[src/rtl/video_mode_ctrl.sv]
// Video mode controller: shadow timing registers, validated commits,
// and video enable sequencing that only switches at frame boundaries.
module video_mode_ctrl #(
  parameter int unsigned     TO_W   = 24,
  parameter logic [TO_W-1:0] TO_CYC = 24'd2000000
) (
  input  logic        clk,
  input  logic        rst_n,
  input  logic        wr_en,
  input  logic [2:0]  wr_addr,
  input  logic [31:0] wr_data,
  input  logic [2:0]  rd_addr,
  output logic [31:0] rd_data,
  input  logic        eov,
  output logic        ctrl_ven,
  output logic        ctrl_hsync_pol,
  output logic        ctrl_vsync_pol,
  output logic        ctrl_blank_pol,
  output logic        ctrl_daten_pol,
  output logic [7:0]  Thsync,
  output logic [7:0]  Thgdel,
  output logic [15:0] Thgate,
  output logic [15:0] Thlen,
  output logic [7:0]  Tvsync,
  output logic [7:0]  Tvgdel,
  output logic [15:0] Tvgate,
  output logic [15:0] Tvlen,
  output logic        busy,
  output logic        err
);

  typedef enum logic [2:0] {
    S_IDLE     = 3'd0,
    S_WAIT_ON  = 3'd1,
    S_RUN      = 3'd2,
    S_WAIT_EOV = 3'd3,
    S_DRAIN    = 3'd4
  } state_t;

  state_t          r_state, w_nxt;
  logic [4:0]      r_ctl;
  logic [15:0]     r_h0, r_v0;
  logic [31:0]     r_h1, r_v1;
  logic [TO_W-1:0] r_to;
  logic            r_ven, r_err;
  logic [31:0]     w_rd;

  logic        w_commit, w_ok, w_hok, w_vok;
  logic [16:0] w_hsum, w_vsum;
  logic        w_pend, w_to_hit, w_evt;
  logic        w_apply, w_ven_on, w_ven_off, w_err_set;
  logic        w_err_clr;

  assign w_commit  = wr_en && (wr_addr == 3'd5);
  assign w_err_clr = wr_en && (wr_addr == 3'd0) && wr_data[8];

  // 17-bit sums so the 8+8+16 bit addition cannot wrap.
  assign w_hsum = {9'd0, r_h0[7:0]} + {9'd0, r_h0[15:8]}
                + {1'b0, r_h1[15:0]};
  assign w_vsum = {9'd0, r_v0[7:0]} + {9'd0, r_v0[15:8]}
                + {1'b0, r_v1[15:0]};
  assign w_hok  = w_hsum < {1'b0, r_h1[31:16]};
  assign w_vok  = w_vsum < {1'b0, r_v1[31:16]};
  assign w_ok   = w_hok && w_vok;

  assign w_pend   = (r_state == S_WAIT_EOV) || (r_state == S_DRAIN);
  assign w_to_hit = w_pend && (r_to == TO_CYC - TO_W'(1));
  assign w_evt    = eov || w_to_hit;

  always_comb begin
    w_nxt     = r_state;
    w_apply   = 1'b0;
    w_ven_on  = 1'b0;
    w_ven_off = 1'b0;
    w_err_set = 1'b0;
    unique case (r_state)
      S_IDLE, S_WAIT_ON: begin
        w_apply   = w_commit && w_ok;
        w_err_set = w_commit && !w_ok;
        if (r_state == S_WAIT_ON) begin
          w_ven_on = 1'b1;
          w_nxt    = S_RUN;
        end else if (r_ctl[0]) begin
          w_nxt = S_WAIT_ON;
        end
      end
      S_RUN: begin
        w_err_set = w_commit && !w_ok;
        if (w_commit && w_ok)
          w_nxt = S_WAIT_EOV;
        else if (!r_ctl[0])
          w_nxt = S_DRAIN;
      end
      S_WAIT_EOV: begin
        if (w_evt) begin
          w_apply   = 1'b1;
          w_err_set = !eov;
          w_nxt     = r_ctl[0] ? S_RUN : S_DRAIN;
        end
      end
      S_DRAIN: begin
        if (w_evt) begin
          w_ven_off = 1'b1;
          w_err_set = !eov;
          w_nxt     = S_IDLE;
        end
      end
      default: w_nxt = S_IDLE;
    endcase
  end

  always_ff @(posedge clk or negedge rst_n) begin
    if (!rst_n) begin
      r_state <= S_IDLE;
      r_to    <= '0;
    end else begin
      r_state <= w_nxt;
      if (w_nxt != r_state)
        r_to <= '0;
      else if (w_pend)
        r_to <= r_to + TO_W'(1);
    end
  end

  always_ff @(posedge clk or negedge rst_n) begin
    if (!rst_n) begin
      r_ctl <= '0;
      r_h0  <= '0;
      r_h1  <= '0;
      r_v0  <= '0;
      r_v1  <= '0;
    end else if (wr_en) begin
      unique case (1'b1)
        wr_addr == 3'd0: r_ctl <= wr_data[4:0];
        wr_addr == 3'd1: r_h0  <= wr_data[15:0];
        wr_addr == 3'd2: r_h1  <= wr_data;
        wr_addr == 3'd3: r_v0  <= wr_data[15:0];
        wr_addr == 3'd4: r_v1  <= wr_data;
        default: ;
      endcase
    end
  end

  // Live copy reads pre-edge shadow values, so a same-cycle write waits.
  always_ff @(posedge clk or negedge rst_n) begin
    if (!rst_n) begin
      ctrl_hsync_pol <= 1'b0;
      ctrl_vsync_pol <= 1'b0;
      ctrl_blank_pol <= 1'b0;
      ctrl_daten_pol <= 1'b0;
      Thsync <= '0;
      Thgdel <= '0;
      Thgate <= '0;
      Thlen  <= '0;
      Tvsync <= '0;
      Tvgdel <= '0;
      Tvgate <= '0;
      Tvlen  <= '0;
    end else if (w_apply) begin
      ctrl_hsync_pol <= r_ctl[1];
      ctrl_vsync_pol <= r_ctl[2];
      ctrl_blank_pol <= r_ctl[3];
      ctrl_daten_pol <= r_ctl[4];
      Thsync <= r_h0[7:0];
      Thgdel <= r_h0[15:8];
      Thgate <= r_h1[15:0];
      Thlen  <= r_h1[31:16];
      Tvsync <= r_v0[7:0];
      Tvgdel <= r_v0[15:8];
      Tvgate <= r_v1[15:0];
      Tvlen  <= r_v1[31:16];
    end
  end

  always_ff @(posedge clk or negedge rst_n) begin
    if (!rst_n) begin
      r_ven <= 1'b0;
      r_err <= 1'b0;
    end else begin
      if (w_ven_on)
        r_ven <= 1'b1;
      else if (w_ven_off)
        r_ven <= 1'b0;
      if (w_err_set)
        r_err <= 1'b1;
      else if (w_err_clr)
        r_err <= 1'b0;
    end
  end

  always_comb begin
    w_rd = '0;
    unique case (rd_addr)
      3'd0: w_rd = {27'd0, r_ctl};
      3'd1: w_rd = {16'd0, r_h0};
      3'd2: w_rd = r_h1;
      3'd3: w_rd = {16'd0, r_v0};
      3'd4: w_rd = r_v1;
      3'd6: w_rd = {25'd0, r_state, 1'b0,
                    r_err, w_pend, r_ven};
      default: w_rd = '0;
    endcase
  end

  always_ff @(posedge clk or negedge rst_n) begin
    if (!rst_n)
      rd_data <= '0;
    else
      rd_data <= w_rd;
  end

  assign ctrl_ven = r_ven;
  assign busy     = w_pend;
  assign err      = r_err;

endmodule

[config.mk]
export PLATFORM = sky130hd
export DESIGN_NAME = video_mode_ctrl
export DESIGN_NICKNAME = d
export VERILOG_FILES = /design/src/rtl/video_mode_ctrl.sv
export SDC_FILE = /design/constraint.sdc
export NUM_CORES = 1
export LEC_CHECK = 0
export BUFFER_PORTS_ARGS = -buffer_cell sky130_fd_sc_hd__buf_2
export CAP_MARGIN = 10
export CORE_MARGIN = 2
export CORE_UTILIZATION = 60
export DETAILED_ROUTE_END_ITERATION = 16
export GPL_TIMING_DRIVEN = 0
export PLACE_DENSITY = 0.83
export REMOVE_ABC_BUFFERS = 1
export SYNTH_ARGS = -nofsm -noshare
export SYNTH_HDL_FRONTEND = slang
export SYNTH_SLANG_ARGS = --single-unit
[constraint.sdc]
create_clock -name clk -period 11.4 [get_ports clk]
set_clock_uncertainty 0.2 [all_clocks]
set_input_delay 0.57 -clock clk [delete_from_list [all_inputs] [get_ports clk]]
set_output_delay 0.57 -clock clk [all_outputs]
set_load 0.05 [all_outputs]
* Word-level counts from Yosys, hierarchy flattened
Index checks and enable logic that the tools add are counted.
Cells by class: bitwise operators 0, multipliers 0, $lt $le $gt $ge 2, equality and inequality tests 16, add/sub/neg operators 5, div/mod/pow operators 0, reductions and logical operators 25, muxes and demuxes 22, shift-type cells 0
Operators by type and width (count):
- 32-bit one-hot mux with 6 select lines | 1
- 24-bit 2-to-1 mux | 2
- 9-bit by 16-bit adder with 17-bit output | 2
- 17-bit by 16-bit < comparator with 1-bit output | 2
- 24-bit by 1-bit adder with 24-bit output, second input constant | 1
- 24-bit by 21-bit equality test with 1-bit output, second input constant | 1
- 3-bit 2-to-1 mux | 7
- 8-bit by 8-bit adder with 9-bit output | 2
- 3-bit by 2-bit equality test with 1-bit output, second input constant | 6
- 3-bit equality test, second input constant | 5
- 3-bit one-hot mux with 4 select lines | 1
- 2-bit AND reduction | 5
- 3-bit by 1-bit equality test with 1-bit output, second input constant | 3
- 3-bit zero test | 3
- 1-bit 2-to-1 mux | 9
- 1-bit logical AND | 7
- 2-bit nonzero test | 3
- 1-bit one-hot mux with 2 select lines | 2
- 2-bit OR reduction | 2
- 3-bit inequality test | 1
- 3-bit OR reduction | 1
- 1-bit zero test | 2
- 1-bit logical OR | 2
Storage, ports and cells: latch bits 0, output and inout bits 135, bits in registers 262, memory bits (writable) 0, input port bits 42, ROM bits 0, memories 0

* Logic depth before layout (Yosys ltp)
depth in word-level cells 9, depth in mapped cells 22

* Least setup slack after synthesis
OpenSTA, ideal clock, no wires.
kind register -> register, start point register r_h0[1], end point register Thgate[0], arrival time 4665 ps, setup time 125 ps, cell stages (with the launch flop) 20, path slack 6409 ps, cells stage by stage dfrtp_1 > fa_1 > ha_1 > fa_1 > a21o_1 > a21oi_1 > o21bai_1 > a21oi_1 > o21a_1 > nor2_1 > xor2_1 > ha_1 > nor2b_1 > a2111oi_0 > o21ai_0 > or4_4 > o2bb2a_4 > buf_6 > buf_6 > mux2_4
On the way: cells in the longest elaborated chain, start to end 6
RTL lines:
- from (decl) | RTL line 42 | logic [15:0] r_h0, r_v0;
- from (signal assigned) | RTL line 135 | wr_addr == 3'd1: r_h0 <= wr_data[15:0];
- 8-bit by 8-bit adder with 9-bit output | RTL line 58 | assign w_hsum = {9'd0, r_h0[7:0]} + {9'd0, r_h0[15:8]}
- 9-bit by 16-bit adder with 17-bit output | RTL line 59 | + {1'b0, r_h1[15:0]};
- 17-bit by 16-bit < comparator with 1-bit output | RTL line 62 | assign w_hok = w_hsum < {1'b0, r_h1[31:16]};
- 1-bit logical AND | RTL line 64 | assign w_ok = w_hok && w_vok;
- 1-bit logical AND | RTL line 78 | w_apply = w_commit && w_ok;
- 1-bit one-hot mux with 2 select lines | RTL line 76 | unique case (r_state)
- to (signal assigned) | RTL line 166 | Thgate <= r_h1[15:0];
- to (decl) | RTL line 22 | output logic [15:0] Thgate,
Every way passes these cells. A chain may end at the register's enable or synchronous reset.

* Worst setup path in the final report
start point register r_h0[1], end point register Tvgate[15]
On the way: cells in the longest elaborated chain, start to end 6
RTL lines:
- 8-bit by 8-bit adder with 9-bit output | RTL line 58
- 9-bit by 16-bit adder with 17-bit output | RTL line 59
- 17-bit by 16-bit < comparator with 1-bit output | RTL line 62
- 1-bit logical AND | RTL line 64
- 1-bit logical AND | RTL line 78
- 1-bit one-hot mux with 2 select lines | RTL line 76
- to (signal assigned) | RTL line 170 | Tvgate <= r_v1[15:0];
- to (decl) | RTL line 26 | output logic [15:0] Tvgate,
Every way passes these cells.

==> results by group <==
Cells and area
  – Layout Cells excl Fill: 1498
  – # fillers: approximately 1400
  – Diode count: 0
  – Area growth syn-to-layout: 15.7%
  – Layout cells sized above 1: 0.343
  – Post-Layout Inst Area: roughly 0.015 mm²
  – Final net count: around 1300

STA
  – Rel. slew slack: 0.190
  – Slew Limit Fails: 0
  – Minimum clock period: 5.97 ns
  – Final Cycle Share: 0.524
  – Final hold violations: 0
  – Endpoints failing setup: 0
  – Setup repair after global routing missed its margin: false
  – Fmax achieved: ~170 MHz
  – Worst-Margin Slew: between 1 and 1.5 ns
  – Setup TNS: 0 ns

Floorplan
  – Core Rows: 53
  – Die Y: ~150 µm
  – Chip width: ~150 µm
  – Total Die Area: around 0.023 mm²
  – # IOs: approximately 180
  – Starting Density: 0.614
  – CORE AREA: ~0.021 mm²

Hold path
  – Worst hold path class: in2reg

Power and ir drop
  – Final Power: around 4400 µW
  – Pleak: around 0.0075 µW
  – Max VDD drop: approximately 230 µV
  – PD cells: roughly 290 mW/mm²

Clock tree
  – H-tree level count: 1
  – Clock sinks: 262
  – Reg clk slew, reported paths: around 0.06 ns
  – Clock Tree Buf Depth: 3
  – CTS Buf Count: 27
  – Clk_lat worst skew: 0.54 ns
  – Post-CTS Repair Setup Buffers: 0
  – TritonCTS clock tree: built
  – Root Buffer: clkbuf_16

Global route
  – First-pass GRT wire length: between 40 and 50 mm
  – GR Overflow Total: 0
  – Initial antenna violation count: 0
  – Vias in the first global route: between 9000 and 10000
  – Largest net degree at the start of global routing: about 130
  – GRT Total Usage: 0.278

Worst setup path
  – CP Capture Type: flip-flop
  – Worst path slowest cell: or4_4
  – Kind of critical path: reg2reg
  – Cell mode on critical path: a21oi_1
  – Critical Path Source Type: flip-flop
  – CP top delay family: compound AO/OA/AOI/OAI gates
  – Worst Path Required: 11.60 ns
  – Slowest stage delay, CP: 0.59 ns
  – CP Cell Sequence: fa_1 > ha_1 > fa_1 > a21o_1 > a21oi_1 > o21bai_1 > a21oi_1 > o21a_1 > nor2_1 > xor2_1 > ha_1 > o21ai_0 > o21bai_1 > nor3b_1 > a21oi_1 > or4_4 > o2bb2a_4 > buf_16 > mux2_4
  – Worst Path Max Fanout: 43
  – Bufs and invs on worst path: 1
  – WP data arrival: 6.18 ns

Logic synthesis
  – Yosys warns: 0
  – Number of synthesized register bits: 262
  – Post-synth EDFFs: 0
  – Average size of a mapped cell: 12.5 µm²
  – Yosys cell types: 57
  – Register area share after synthesis: 0.504
  – Cell Area, Synth: 0.0130 mm²
  – Async S/R FF share, synth: 1.00
  – Cells after Synth: a little over 1000
  – Top_reg_cell synth: dfrtp_1

Placement
  – DP Area: around 0.014 mm²
  – Placed instance count: between 1000 and 1500
  – HPWL Detailed: around 22 mm
  – GP Congestion: approximately 0.90
  – Port Buffers: 176

Routing
  – Initial DRC Count: 730
  – TritonRoute pass-1 iters: 5
  – Drt wl/cell: 20.8 µm
  – ANT nets after route: 0
  – Vias/cell: a little under 6
  – Drt drc: 0
  – Final WL: 31.2 mm
  – Total number of vias: a little under 9000

Flow run
  – Max-cap viol count: 0

Outcome
  – Outcome: completed
cells by family (layout without fill, tap and decap cells):
group | after synthesis | in the layout | share of synthesized area
adders and majority gates | 65 | 65 | 0.0730
AOI/OAI and AO/OA | 179 | 179 | 0.0891
buffers and inverters | 95 | 280 | 0.0341
DFF | 262 | 262 | 0.504
and+or+nand+nor | 203 | 203 | 0.0756
xor gates and xnor gates | 47 | 47 | 0.0317
muxes | 187 | 187 | 0.192
Yosys cell counts, types with 4 or more instances:
cell type  instances  area (µm²)
dfrtp_1          262        6560
mux2_4           100        1500
nand2_1           96         360
mux2_2            80         901
o21ai_0           58         290
ha_1              47         588
inv_1             47         176
a21oi_1           40         200
clkbuf_1          32         120
nor2_1            29         109
xnor2_1           28         245
xor2_1            19         166
a22o_1            18         158
fa_1              18         360
a22oi_1           17         128
nand3_1           12        60.1
buf_6             11         124
nor3_1            11        55.1
and4_1             9        78.8
nand4_1            8        50.1
a21o_1             7        52.6
and3_1             7        43.8
nor2b_1            7        43.8
o21bai_1           6        45.0
a211oi_1           5        37.5
and2_1             5        31.3
mux2i_1            5        50.1
o2111ai_1          4        35.0
power by group:
part	internal [µW]	leakage, µW	switching [µW]
Combinational	787	0.00384	1320
Sequential	1200	0.00329	242
Clock	479	0.000388	340
worst register-to-register path, delay by kind of cell, from the launching register on:
family,cells,cell delay [ns]
XOR/XNOR,1,0.16
multiplexers,1,0.36
AO/OA/AOI/OAI,9,1.94
buffers and inverters,1,0.32
AND/OR/NAND/NOR,3,0.97
adder cells (fa/ha/maj),4,1.48
flip-flops,1,0.44
flip-flops by register name, indices dropped and copies added, names as in the netlist, 16 cells and up:
| register | count |
|---|---|
| rd_data | 32 |
| r_h1 | 32 |
| r_to | 24 |
| r_v0 | 16 |
| Thlen | 16 |
| Tvgate | 16 |
| r_h0 | 16 |
| Tvlen | 16 |
| Thgate | 16 |
| r_v1 | 32 |
final timing paths:
| kind | cells past startpoint | slack [ns] | from | to |
|---|---|---|---|---|
| max in group asynchronous | 4 | 9.30 | rst_n | Thlen[10] |
| min | 3 | 0.07 | wr_data[17] | r_h1[17] |
| max reg2reg | 19 | 5.43 | r_h0[1] | Tvgate[15] |
| max | 19 | 5.43 | r_h0[1] | Tvgate[15] |
| min in group asynchronous | 2 | 0.35 | rst_n | r_to[10] |
| min reg2reg | 1 | 0.30 | Thgate[7] | Thgate[7] |
layout make-up:
type	instances	area, µm²	share of cell area
clock buffers	35	716	0.0476
repair buffers	193	1150	0.0762
clock inverters	5	75.1	0.00499
flip-flops and latches	262	6560	0.436
multi-input cells	681	6030	0.401
well taps	275	344	0.0229
inverters	47	176	0.0117
timing repair:
item	4_1_cts	5_1_grt
gates resized for setup	0	0
endpoints found under the hold margin	56	0
hold buffers	1	0
metal layers:
metal	GRT usage	wire length (µm)
met5	0	0
met4	0.0850	652
met3	0.0473	2060
met2	0.442	15000
met1	0.396	13500
placed cells by master (no fill, tap or decap), types with 29 or more instances in the layout:
master and count:
ha_1 47, mux2_2 80, buf_2 175, mux2_4 100
o21ai_0 58, nor2_1 29, dfrtp_1 262, inv_1 47
nand2_1 96, a21oi_1 40
stage by stage:
step | hold slack [ns] | utilization | setup WS [ns]
global placement | 0.288 | 0.660 | 4.96
floorplan | 0.0744 | - | 5.98
global route | 0.0651 | 0.711 | 5.23
finish | 0.0651 | 0.711 | 5.43
detailed placement | 0.291 | 0.673 | 5.57
CTS | 0.0525 | 0.711 | 5.55
Power figures use the tool's default switching activity.
